--- config.mk ---
export PLATFORM = sky130hd
export DESIGN_NAME = mem_copy_engine
export DESIGN_NICKNAME = d
export VERILOG_FILES = /design/src/rtl/mem_pkg.sv /design/src/rtl/mem_copy_engine.sv
export SDC_FILE = /design/constraint.sdc
export NUM_CORES = 1
export LEC_CHECK = 0
export ABC_AREA = 1
export ABC_CLOCK_PERIOD_IN_PS = 2900
export CELL_PAD_IN_SITES_DETAIL_PLACEMENT = 1
export CELL_PAD_IN_SITES_GLOBAL_PLACEMENT = 2
export CORE_MARGIN = 4
export CORE_UTILIZATION = 27
export DETAILED_ROUTE_END_ITERATION = 10
export PLACE_DENSITY_LB_ADDON = 0.12
export SLEW_MARGIN = 20
export SYNTH_ARGS = -nofsm -noshare
export SYNTH_HDL_FRONTEND = slang
export SYNTH_SLANG_ARGS = --single-unit
--- constraint.sdc ---
create_clock -name clk -period 2.9 [get_ports clk]
set_clock_uncertainty 0.15 [all_clocks]
set_input_delay 0.58 -clock clk [delete_from_list [all_inputs] [get_ports clk]]
set_output_delay 0.58 -clock clk [all_outputs]
set_load 0.01 [all_outputs]
--- src/rtl/mem_pkg.sv ---
// Shared definitions for the data-memory block-transfer engine.
//   state_e    : transfer FSM states (idle, read, write, done)
//   MEM_AW/DW  : memory byte-address and data-word widths
//   WORD_BYTES : byte stride of one 16-bit word
package mem_pkg;

  localparam int unsigned MEM_AW     = 16;
  localparam int unsigned MEM_DW     = 16;
  localparam int unsigned WORD_BYTES = 2;

  typedef enum logic [1:0] {
    StIdle  = 2'd0,
    StRead  = 2'd1,
    StWrite = 2'd2,
    StDone  = 2'd3
  } state_e;

endpackage

--- src/rtl/mem_copy_engine.sv ---
// Block-transfer initiator on the master side of the byte-addressed 16-bit data memory.
// Copies len words from src to dst (mode=0) or fills len words at dst with fill_val (mode=1).
// Ports:
//   clk, rst_n          : clock, synchronous active-low reset
//   start, mode, src,
//   dst, len, fill_val  : transfer request; operands captured when start is accepted in idle
//   abort               : end the transfer at the next edge (read/write states only)
//   busy, done, aborted : status; done is a one-cycle pulse, aborted is valid with done
//   words_done, csum    : words written so far and their mod-2^16 sum
//   mem_addr, mem_wdata,
//   mem_we, mem_rdata   : memory master port; mem_rdata is combinational for mem_addr
module mem_copy_engine
  import mem_pkg::*;
#(
  parameter int unsigned CNT_W = 16
) (
  input  logic              clk,
  input  logic              rst_n,
  input  logic              start,
  input  logic              mode,
  input  logic [MEM_AW-1:0] src,
  input  logic [MEM_AW-1:0] dst,
  input  logic [CNT_W-1:0]  len,
  input  logic [MEM_DW-1:0] fill_val,
  input  logic              abort,
  output logic              busy,
  output logic              done,
  output logic              aborted,
  output logic [CNT_W-1:0]  words_done,
  output logic [MEM_DW-1:0] csum,
  output logic [MEM_AW-1:0] mem_addr,
  output logic [MEM_DW-1:0] mem_wdata,
  output logic              mem_we,
  input  logic [MEM_DW-1:0] mem_rdata
);

  localparam logic [MEM_AW-1:0] Step = MEM_AW'(WORD_BYTES);

  state_e            state_q, state_d;
  logic              mode_q, mode_d;
  logic [MEM_AW-1:0] src_q, src_d;
  logic [MEM_AW-1:0] dst_q, dst_d;
  logic [CNT_W-1:0]  len_q, len_d;
  logic [MEM_DW-1:0] fill_q, fill_d;
  logic [MEM_DW-1:0] buf_q, buf_d;
  logic [CNT_W-1:0]  words_q, words_d;
  logic [MEM_DW-1:0] csum_q, csum_d;
  logic              aborted_q, aborted_d;
  logic              busy_q, busy_d;

  // Word presented on the bus in the write state.
  logic [MEM_DW-1:0] wr_word;
  assign wr_word = mode_q ? fill_q : buf_q;

  always_comb begin
    state_d   = state_q;
    mode_d    = mode_q;
    src_d     = src_q;
    dst_d     = dst_q;
    len_d     = len_q;
    fill_d    = fill_q;
    buf_d     = buf_q;
    words_d   = words_q;
    csum_d    = csum_q;
    aborted_d = aborted_q;

    unique case (state_q)
      StIdle: begin
        if (start) begin
          mode_d    = mode;
          src_d     = src;
          dst_d     = dst;
          len_d     = len;
          fill_d    = fill_val;
          words_d   = '0;
          csum_d    = '0;
          aborted_d = 1'b0;
          if (len == '0) begin
            state_d = StDone;
          end else if (mode) begin
            state_d = StWrite;
          end else begin
            state_d = StRead;
          end
        end
      end
      StRead: begin
        buf_d = mem_rdata;
        src_d = src_q + Step;
        if (abort) begin
          state_d   = StDone;
          aborted_d = 1'b1;
        end else begin
          state_d = StWrite;
        end
      end
      StWrite: begin
        // The write in this cycle commits even when aborted, so it is always counted.
        dst_d   = dst_q + Step;
        words_d = words_q + CNT_W'(1);
        csum_d  = csum_q + wr_word;
        if (abort) begin
          state_d   = StDone;
          aborted_d = 1'b1;
        end else if (words_d == len_q) begin
          state_d = StDone;
        end else if (mode_q) begin
          state_d = StWrite;
        end else begin
          state_d = StRead;
        end
      end
      StDone: begin
        state_d = StIdle;
      end
      default: begin
        state_d = StIdle;
      end
    endcase

    busy_d = (state_d == StRead) || (state_d == StWrite);
  end

  always_ff @(posedge clk) begin
    if (!rst_n) begin
      state_q   <= StIdle;
      mode_q    <= 1'b0;
      src_q     <= '0;
      dst_q     <= '0;
      len_q     <= '0;
      fill_q    <= '0;
      buf_q     <= '0;
      words_q   <= '0;
      csum_q    <= '0;
      aborted_q <= 1'b0;
      busy_q    <= 1'b0;
    end else begin
      state_q   <= state_d;
      mode_q    <= mode_d;
      src_q     <= src_d;
      dst_q     <= dst_d;
      len_q     <= len_d;
      fill_q    <= fill_d;
      buf_q     <= buf_d;
      words_q   <= words_d;
      csum_q    <= csum_d;
      aborted_q <= aborted_d;
      busy_q    <= busy_d;
    end
  end

  // Memory port decoded from registered state only; no path from start.
  always_comb begin
    mem_addr  = '0;
    mem_wdata = '0;
    mem_we    = 1'b0;
    unique case (state_q)
      StRead: begin
        mem_addr = src_q;
      end
      StWrite: begin
        mem_addr  = dst_q;
        mem_wdata = wr_word;
        mem_we    = 1'b1;
      end
      default: begin
      end
    endcase
  end

  assign busy       = busy_q;
  assign done       = (state_q == StDone);
  assign aborted    = aborted_q;
  assign words_done = words_q;
  assign csum       = csum_q;

endmodule

After elaboration in Yosys (flattened, before gate mapping)
Cells that the tools add are included.
{ "totals": {"regBits": 117, "input_bits": 85, "output_inout_bits": 68} }
{ "classes": {"addsub": 4, "eq_ne": 8, "n_mux": 22, "n_reduce_logical": 11} }
{ "op_table": {"columns": ["op", "count"], "rows": [
  ["16-bit one-hot mux with 2 select lines", 5],
  ["16-bit 2-to-1 mux", 5],
  ["16-bit by 2-bit adder with 16-bit output (second input constant)", 2],
  ["16-bit by 1-bit adder with 16-bit output (second input constant)", 1],
  ["16-bit adder", 1],
  ["16-bit equality test", 1],
  ["16-bit logical NOT", 1],
  ["2-bit 2-to-1 mux", 6],
  ["2-bit one-hot mux with 4 select lines", 1],
  ["2-bit equality test (second input constant)", 3],
  ["2-bit AND reduction", 3],
  ["2-bit nonzero test", 3],
  ["2-bit by 1-bit equality test with 1-bit output (second input constant)", 2],
  ["1-bit 2-to-1 mux", 4],
  ["3-bit AND reduction", 1],
  ["2-bit logical NOT", 1],
  ["2-bit by 1-bit inequality test with 1-bit output (second input constant)", 1],
  ["2-bit inequality test (second input constant)", 1],
  ["1-bit one-hot mux with 2 select lines", 1],
  ["2-bit OR reduction", 1],
  ["1-bit logical OR", 1]
]} }

Longest topological paths before layout
Gate-level depths: netlist (run 1).
{ "logic_depth": {"depth_word": 7, "depth_mapped": 18, "depth_no_buf": 17} }

Worst setup path before layout (run 1)
Ideal clock, no wire load.
{ "synth_path": {"kind": "reg2reg", "from": "register mode_q", "to": "register csum_q[14] (netlist: csum[14])", "t_arrival_ps": 2430, "setup_slack_ps": 250, "path_stages_with_launch": 18, "path_cell_list": "dfxtp_1 -> clkbuf_1 -> clkinv_1 -> clkbuf_1 -> nand2_1 -> nand2_1 -> ha_1 -> a21oi_1 -> o21ai_0 -> nand2_1 -> nand4_1 -> nand2_1 -> nand2_1 -> a21oi_1 -> nor2_1 -> nor2_1 -> nand2_1 -> a21oi_1"} }
{ "synth_via": {"elab_chain_cells": 3} }
{ "synth_rtl": {"columns": ["item", "line", "rtl"], "rows": [
  ["start, declared", "mem_copy_engine.sv:40", "logic mode_q, mode_d;"],
  ["start signal, assigned", "mem_copy_engine.sv:139", "mode_q <= mode_d;"],
  ["16-bit 2-to-1 mux", "mem_copy_engine.sv:53", "assign wr_word = mode_q ? fill_q : buf_q;"],
  ["16-bit adder", "mem_copy_engine.sv:101", "csum_d = csum_q + wr_word;"],
  ["16-bit one-hot mux with 2 select lines", "mem_copy_engine.sv:67", "unique case (state_q)"],
  ["end signal, assigned", "mem_copy_engine.sv:146", "csum_q <= csum_d;"],
  ["end, declared", "mem_copy_engine.sv:47", "logic [MEM_DW-1:0] csum_q, csum_d;"]
]} }
Every way passes these cells.
A chain may end at the register's enable or synchronous reset.

Final worst setup path (run 1)
{ "layout_path": {"from": "register state_q[1]", "to": "output mem_addr[6]"} }
{ "layout_via": {"elab_chain_cells": 2, "word_cells_on_any_way": 3} }
{ "layout_rtl": {"columns": ["item", "line", "rtl"], "rows": [
  ["start, declared", "mem_copy_engine.sv:39", "state_e state_q, state_d;"],
  ["start signal, assigned", "mem_copy_engine.sv:126", "state_q <= StIdle;"],
  ["start signal, assigned", "mem_copy_engine.sv:138", "state_q <= state_d;"],
  ["2-bit equality test / 2-bit by 1-bit equality test with 1-bit output (equally long branches)", "mem_copy_engine.sv:157", "unique case (state_q)"],
  ["16-bit one-hot mux with 2 select lines *", "mem_copy_engine.sv:157", null],
  ["end, declared", "mem_copy_engine.sv:31", "output logic [MEM_AW-1:0] mem_addr,"]
]} }
Mark *: on every way between the ends. The rest lies on a longest branch, timed or not.

==> impl_metrics.yaml, run 1 <==
status:
  outcome: "completed"
place:
  place_area_um2: 8690
  place_ws_ps: 200
  io_buffer_count: 152
  place_hpwl_um: 18800
  gp_congestion: 0.801
setup_path:
  path_class: "reg2out"
  path_max_fanout: 15
  cp-end-kind: "output pin"
  startpoint: "state_q[1]"
  arrival_ps: 1970
  rr_startpoint: "mode_q"
  startpoint_type: "register"
  critPathRequiredTime_ps: 2170
synth:
  async_flop_share_pct: 0
  ys_seq_area_share_pct: 34.7
  ys_ff_latch: 117
  yosys.cell_types.count: 44
  synth-simple-area-share_pct: 30.9
  synth_top_family_by_area: "simple AND/OR/NAND/NOR gates"
  synth-xor-area-share_pct: 1.37
  synth_edf_count: 0
  syn_avg_cell_area_um2: 6.52
  syn_inst: 1034
  yosysWarnings: 0
  synthMuxAreaShare_pct: 0.445
  dominantRegCellSynth: "dfxtp_1"
  synth_area_um2: 6740
  synth_compound_gate_area_share_pct: 20.9
  syn_nets: 1142
  synthAdderAreaFrac_pct: 4.38
power_and_ir_drop:
  p_leak_uw: 0.00395
  powerDensity_nw_per_um2: 540
  power_uw: 5090
  vdd_drop_max_mv: 0.283
routing:
  dr_total_vias: 7299
  antenna_left: 0
  wl_per_cell_um: 17.1
  drt_iter0_drc: 342
  firstDrtPassIters: 4
  drc_errors: 0
  drt_wl_total_um: 25900
  via_per_inst: 4.81
floorplan:
  num_rows: 57
  boundaryPins: 153
  coreArea_um2: 24500
  die_h_um: 166
  initial_core_util_pct: 27.6
  die_area_um2: 27600
  die_x_um: 166
global_route:
  overflow: 0
  grt_start_max_net_pins: 73
  use_met1_pct: 26.5
  grt_use_met3_pct: 4.09
  grtUsageMet2_pct: 30.1
  antenna_found_initial: 0
  grt_usage_pct: 18.8
  grt_busiest_layer: "met2"
  grt_pass1_vias: 7511
  grt_pass1_wl_um: 41900
cts:
  cts_root_buf: "clkbuf_16"
  tritoncts: "done"
  numCtsBuffers: 17
  clkSlewWorstSetupHoldPaths_ps: 50
  ctsHoldBuffers: 0
  clock_path_buffers: 2
  clk_latency_ps: 420
  cts_htree_levels: 4
  clock_sinks: 117
finish:
  layout-drive-gt1-share_pct: 7.96
  final_cell_mix: "nand2_1, nor2_1, clkdlybuf4s50_1"
  antenna_cells: 0
  fin_area_um2: 9420
  final_core_util_pct: 38.5
  syn2layout_area_growth_pct: 39.7
  final_common_cell: "nand2_1"
  fin_nets: 1289
timing:
  post-route-period-util_pct: 93.0
  grt_setup_unrepaired: "yes"
  timing.final.ws_setup_ps: 203
  hold_violations: 0
  slew_headroom_pct: 47.8
  worstMarginPinSlew_ps: 784
  holdWs_ps: 323
  final_max_slew_viol_count: 0
  fmax_ghz: 0.371
  setup_violations: 0
  finalCriticalPeriod_ps: 2700
run:
  maxCapViolations: 0
worst_hold_path:
  min_from: "len_q[11]"
  hold_path.class: "reg2reg"
-- registers in the layout, indices dropped and copies added, names as in the netlist, 2 cells and up --
signal and flops:
words_done 16, src_q 16, buf_q 16, dst_q 16, csum 16, len_q 16
fill_q 16, state_q 2
-- logic make-up (layout without fill, tap and decap cells) --
kind of cell | count (synthesis) | in the layout
simple gates | 497 | 497
compound gates | 258 | 258
buf+inv | 127 | 287
flops | 117 | 117
fa+ha+maj | 23 | 23
xor+xnor | 9 | 9
mux | 3 | 3
-- Yosys cell counts (all sizes together), types with 2 or more instances --
cell type	n	share of area (%)
nor2	130	7.9
o21ai	90	6.7
nand3b	3	0.33
xnor2	4	0.52
a311oi	3	0.39
o221ai	2	0.26
a21oi	124	9.2
clkbuf	38	2.1
ha	22	4.1
o211ai	8	0.89
or2	5	0.46
nand3	61	4.6
nor3	10	0.74
nand4	12	1.1
or3	2	0.19
buf	10	0.69
nor4	5	0.46
a211oi	4	0.45
clkinv	6	0.33
mux2i	3	0.45
inv	73	4.1
a221oi	3	0.39
dfxtp	117	35
xor2	4	0.52
a31oi	7	0.65
a2111oi	3	0.39
a21boi	2	0.22
nand2	269	15
o21bai	6	0.67
-- routing by layer --
metal	part of all wire, %	routed length [um]	vias up
met2	45	11700	126
met1	51	13200	3408
met5	0	0	-
met3	3.6	931	10
met4	0.51	133	0
li1	-	-	3755
-- per-stage QoR --
stage	std cells	TNS [ps]
finish	1518	0
global route	1518	-83.0
CTS	1516	-54.5
detailed placement	1482	0
global placement	1482	0
floorplan	1034	0
-- critical path, cell delays in order, from the launching register on --
cell,delay [ps]
dfxtp_1,370
inv_1,110
ha_1,360
clkinvlp_4,140
buf_12,160
a21oi_1,130
dlygate4sd2_1,290
-- path summary, 6_finish.rpt --
check	cells past startpoint	slack [ps]	to
min reg2reg	2	320	len_q[11]
max reg2reg	16	240	csum[14]
max	6	200	mem_addr[6]
min	2	320	len_q[11]
-- where the power goes --
| part | total [uW] | internal [uW] | switching, uW |
|---|---|---|---|
| registers | 1870 | 1750 | 122 |
| logic | 987 | 412 | 575 |
| clock network | 2230 | 1400 | 835 |
-- area by class of cell --
| cell class | instances | area (um^2) |
|---|---|---|
| fill | 3089 | 15000 |
| multi-input combinational | 790 | 3970 |
| sequential | 117 | 2340 |
| timing repair buffer | 176 | 1790 |
| clock buffer | 20 | 457 |
| tap | 324 | 405 |
| inverter | 79 | 304 |
| clock inverter | 12 | 153 |
-- what timing repair did --
item	in CTS	in global routing
pin swaps	0	0
endpoints found under the setup margin	32	15
gates cloned	1	0
resized for setup	33	15
buffers inserted	1	2
No activity file was read; power rests on OpenSTA's default activity.
==> inputs of run 2 (changes only) <==
Settings changed: REMOVE_ABC_BUFFERS set to 1.
==> run 2 against run 1 <==
  * Sequential share of layout area rose by 0.17 points
  * Critical path depth unchanged
  * Global-route usage shrank 0.43 points
  * Worst setup slack got worse by 150 ps
  * Wire length shrank 1.9%
  * Fmax fell by 5.1%
  * Hold slack improved by 5.1 ps
  * Count of clock-buffer cells in the layout did not move
  * Largest power group unchanged
==> impl_metrics.yaml, run 2 (synthesized netlist as in run 1, its figures left out) <==
place:
  gp_congestion: 0.799
  dp_cells: 1488
  io_buffer_count: 152
  place_hpwl_um: 18500
finish:
  antenna_cells: 0
  final_common_cell: "nand2_1"
  syn2layout_area_growth_pct: 38.7
  layout-drive-gt1-share_pct: 7.03
  fin_nets: 1291
  fin_cells: 1519
  final_cell_mix: "nand2_1, clkdlybuf4s50_1, a21oi_1"
power_and_ir_drop:
  powerDensity_nw_per_um2: 539
  swShare_pct: 28.9
  vdd_drop_max_mv: 0.289
  p_leak_uw: 0.00396
  pwr-share-comb_pct: 18.9
  p_seq_share_pct: 37.1
  clkPwrFrac_pct: 44.0
  internal-power_uw: 3590
  p_switching_uw: 1460
  power_uw: 5040
setup_path:
  path_class: "reg2out"
  arrival_ps: 2110
  path_max_fanout: 13
  critPathRequiredTime_ps: 2170
  startpoint_type: "register"
  cp-end-kind: "output pin"
floorplan:
  coreArea_um2: 24500
  die_area_um2: 27600
  die_h_um: 166
  initial_core_util_pct: 27.6
  num_rows: 57
  die_x_um: 166
  boundaryPins: 153
routing:
  drt_wl_total_um: 25400
  wl_per_cell_um: 16.7
  via_per_inst: 4.87
  dr_total_vias: 7399
  firstDrtPassIters: 4
  drc_errors: 0
  antenna_left: 0
  drt_iter0_drc: 268
cts:
  cts_htree_levels: 4
  post_cts_buffers: 0
  clock_sinks: 117
  tritoncts: "done"
  numCtsBuffers: 17
  clkSlewWorstSetupHoldPaths_ps: 60
  ctsHoldBuffers: 0
  clk_latency_ps: 410
  cts_root_buf: "clkbuf_16"
  clock_path_buffers: 2
global_route:
  grt_pass1_wl_um: 41300
  antenna_found_initial: 0
  grt_pass1_vias: 7555
  grt_start_max_net_pins: 73
  overflow: 0
  grt_usage_pct: 18.4
timing:
  worstMarginPinSlew_ps: 794
  grt_setup_unrepaired: "yes"
  final_max_slew_viol_count: 0
  slew_headroom_pct: 47.0
  post-route-period-util_pct: 98.0
  fin_setup_tns_ps: 0
  holdWs_ps: 328
  fmax_ghz: 0.352
  finalCriticalPeriod_ps: 2840
  hold_violations: 0
  setup_violations: 0
run:
  maxCapViolations: 0
status:
  outcome: "completed"
worst_hold_path:
  hold_path.class: "reg2reg"
run 2: worst paths after layout:
kind / cells after the start / start / to / slack (ps)
setup / recovery: 6 / state_q[0] / mem_wdata[0] / 60
hold / removal: 2 / len_q[5] / len_q[5] / 330
setup reg to reg: 16 / mode_q / csum[14] / 230
hold reg to reg: 2 / len_q[5] / len_q[5] / 330
run 2: cell type report:
type                    count  area, um^2
flip-flops and latches    117        2340
fillers                  3099       15100
repair buffers            178        1770
multi-input cells         790        3930
inverters                  79         297
clock buffers              20         447
well taps                 324         405
clock inverters            11         158
run 2: what timing repair did:
item | 4_1_cts | 5_1_grt
setup endpoints to repair | 16 | 14
pin swaps | 0 | 1
resized for setup | 17 | 14
run 2: worst max-delay path, stage by stage (launching register included):
cell	delay, ps
dfxtp_1	320
inv_1	100
ha_2	220
clkinv_1	80
buf_4	200
a21oi_1	200
clkdlybuf4s50_1	570
run 2: power by group through the flow:
stage / combinational, uW / sequential (uW) / clock, uW
2_1_floorplan: 508 / 1870 / 0
3_3_place_gp: 962 / 1900 / 0
3_5_place_dp: 972 / 1900 / 0
4_1_cts: 978 / 1870 / 2280
5_1_grt: 1080 / 1890 / 2360
6_report: 955 / 1870 / 2220
run 2: metal layers:
layer  up-vias  GRT usage (%)  routed length (um)
li1       3758              -                   -
met1      3493           25.7               12900
met2       135           29.5               11300
met3        13           3.78                 996
met4         0           3.73                 257
met5         -              0                   0
run 2: per-stage QoR:
step           util, %  instance area, um^2  worst slack (ps)
2_1_floorplan        -                 6550             -1790
3_3_place_gp      35.7                 8730               215
3_5_place_dp      35.7                 8730               118
4_1_cts           38.1                 9320              4.00
5_1_grt           38.2                 9350             -59.8
6_report          38.2                 9350              57.0
==> RTL edit, RTL diff (flow settings as in run 2) <==
`buf_q`, `words_q` and `csum_q` no longer have a reset.
--- a/src/rtl/mem_copy_engine.sv
+++ b/src/rtl/mem_copy_engine.sv
@@ -131,5 +131,2 @@
       fill_q    <= '0;
-      buf_q     <= '0;
-      words_q   <= '0;
-      csum_q    <= '0;
       aborted_q <= 1'b0;
@@ -143,5 +140,2 @@
       fill_q    <= fill_d;
-      buf_q     <= buf_d;
-      words_q   <= words_d;
-      csum_q    <= csum_d;
       aborted_q <= aborted_d;
@@ -149,2 +143,8 @@
     end
+  end
+
+  always_ff @(posedge clk) begin
+    buf_q   <= buf_d;
+    words_q <= words_d;
+    csum_q  <= csum_d;
   end
Formal check against the unedited RTL: differs if rst_n is asserted again (counterexample within 4 cycles, from zero or initial values and one cycle with rst_n low); with rst_n held inactive, the same outputs for 4 cycles.
==> RTL edit against run 2 <==
Synthesized area decreased by 1.2%; worst setup slack improved by 0.057 ns; sequential cell count unchanged; non-clock buffer count increased by 2; global-route usage decreased by 0.76 points; power increased by 12%; cell area decreased by 0.23%; routed wire length decreased by 6.9%; largest power group unchanged.
==> RTL edit: results (changes against run 2) <==
metric	value	unit	change
Post-synth EDFFs	48		+48
post-synthesis sequential area ratio	42.4	%	+7.6 points
critical path's slowest cell	clkdlybuf4s50_1		
Area contributors post-synth	edfxtp_1, dfxtp_1, nand2_1		
routing usage on met2	29.5	%	about the same
Placed Instance Area	8660	um^2	-0.73%
asr flop ratio synth	0	%	unchanged
Peak VDD IR	0.000386	V	+34%
Skew-Pair Late Insertion Delay	0.42	ns	
ratio of cells with drive above 1 in the final layout	8.27	%	+1.2 points
# nets final	1171		-9.3%
family with the most delay on the worst path	buffers and inverters		
DP Wirelength	17900	um	-2.9%
H-Tree Level Count	4		unchanged
slew margin rel.	48.4	%	+1.4 points
CP Data Arrival Time	2.06	ns	-0.05 ns
Mapped Cells	902		-13%
routability cong.	0.816		+2.2%
IO buf count	152		unchanged
Num CTS Buffers	17		unchanged
vias in the first global route	6975		-7.7%
dominant synthesized flop cell	dfxtp_1		
GRT Util Overall	17.6	%	-0.76 points
TritonRoute pass-1 iters	4		unchanged
wire length of the first global-routing pass	37200	um	-9.8%
r2r startpoint	mode_q		
Top Metal Used	met5		
fillers	2917		-5.9%
crit-path max FO	14		+1
Hold Startpoint	len_q[14]		
Setup WS pre-CTS	-0.0576	ns	-0.176 ns
Largest stage delay, worst path	0.59	ns	+0.02 ns
final WL	23700	um	-6.9%
top post-synthesis cells by count	nand2_1, nor2_1, a21oi_1		
clock-pin slew on the worst setup and hold paths	0.06	ns	about the same
Met2 Routed Length	11400	um	+1.0%
Initial DRC Count	269		+0.37%
vias post-DR	6703		-9.4%
met1 Use GR	22.9	%	-2.8 points
wire length on met1	10900	um	-15%
Setup CP Type	reg2out		
clk buf depth	2		unchanged
largest net degree at the start of global routing	37		-49%
Cell variety after synth	45		+2.3%
P_int	0.00397	W	+11%
Tightest Hold Check Type	reg2reg		
LEAKAGE	3.83	nW	-3.2%
antenna violations before repair	1		+1
met3 Usage GRT	4.19	%	+0.41 points
Routed WL per cell	16.9	um	+0.78%
status	completed		
met3 WL	1100	um	+11%
## RTL edit: cell types whose count changed after synthesis, sizes merged, moves of 5 or more
cell	change
clkbuf	-11
clkinv	-6
nand3	-23
dfxtp	-48
a21oi	-22
o21ai	-16
a221oi	+5
edfxtp	+48
nand2	-56
## RTL edit: power groups by stage
| stage | Combinational [W] | Sequential, W | Clock, W |
|---|---|---|---|
| 6_report | 0.00132 | 0.00208 | 0.00224 |
| 5_1_grt | 0.00149 | 0.00211 | 0.00237 |
| 2_1_floorplan | 0.000693 | 0.00209 | 0 |
| 3_5_place_dp | 0.00132 | 0.00211 | 0 |
| 3_3_place_gp | 0.00131 | 0.00211 | 0 |
| 4_1_cts | 0.00133 | 0.00208 | 0.00230 |
## RTL edit: final timing paths
path                                      to  slack, ns  depth (start not counted)
worst min-delay path               len_q[14]       0.32                          2
worst max register to register      csum[12]       0.20                         13
worst max-delay path            mem_wdata[9]       0.11                          5
worst min register to register     len_q[14]       0.32                          2
## RTL edit: final cells by class
class / instances / area (um^2) / area share [%]
Multi-Input combinational cell: 672 / 3450 / 36.9
Sequential cell: 117 / 2830 / 30.3
Timing Repair Buffer: 180 / 1750 / 18.8
Clock buffer: 26 / 479 / 5.13
Tap cell: 324 / 405 / 4.34
Inverter: 75 / 284 / 3.04
Clock inverter: 6 / 129 / 1.38
Antenna cell: 3 / 7.51 / 0.0804
## RTL edit: logic make-up after synthesis
logic type / after synthesis / share of synthesized area, %
DFF: 117 / 42.4
xor gates and xnor gates: 7 / 1.13
and+or+nand+nor: 412 / 25.9
buffers and inverters: 113 / 6.46
muxes: 1 / 0.150
AOI/OAI and AO/OA: 229 / 19.5
adders and majority gates: 23 / 4.43
## RTL edit: repair_timing
item,in CTS,in global routing
hold buffers,0,0
cloned,0,0
gates resized for setup,18,22
endpoints found under the setup margin,17,20
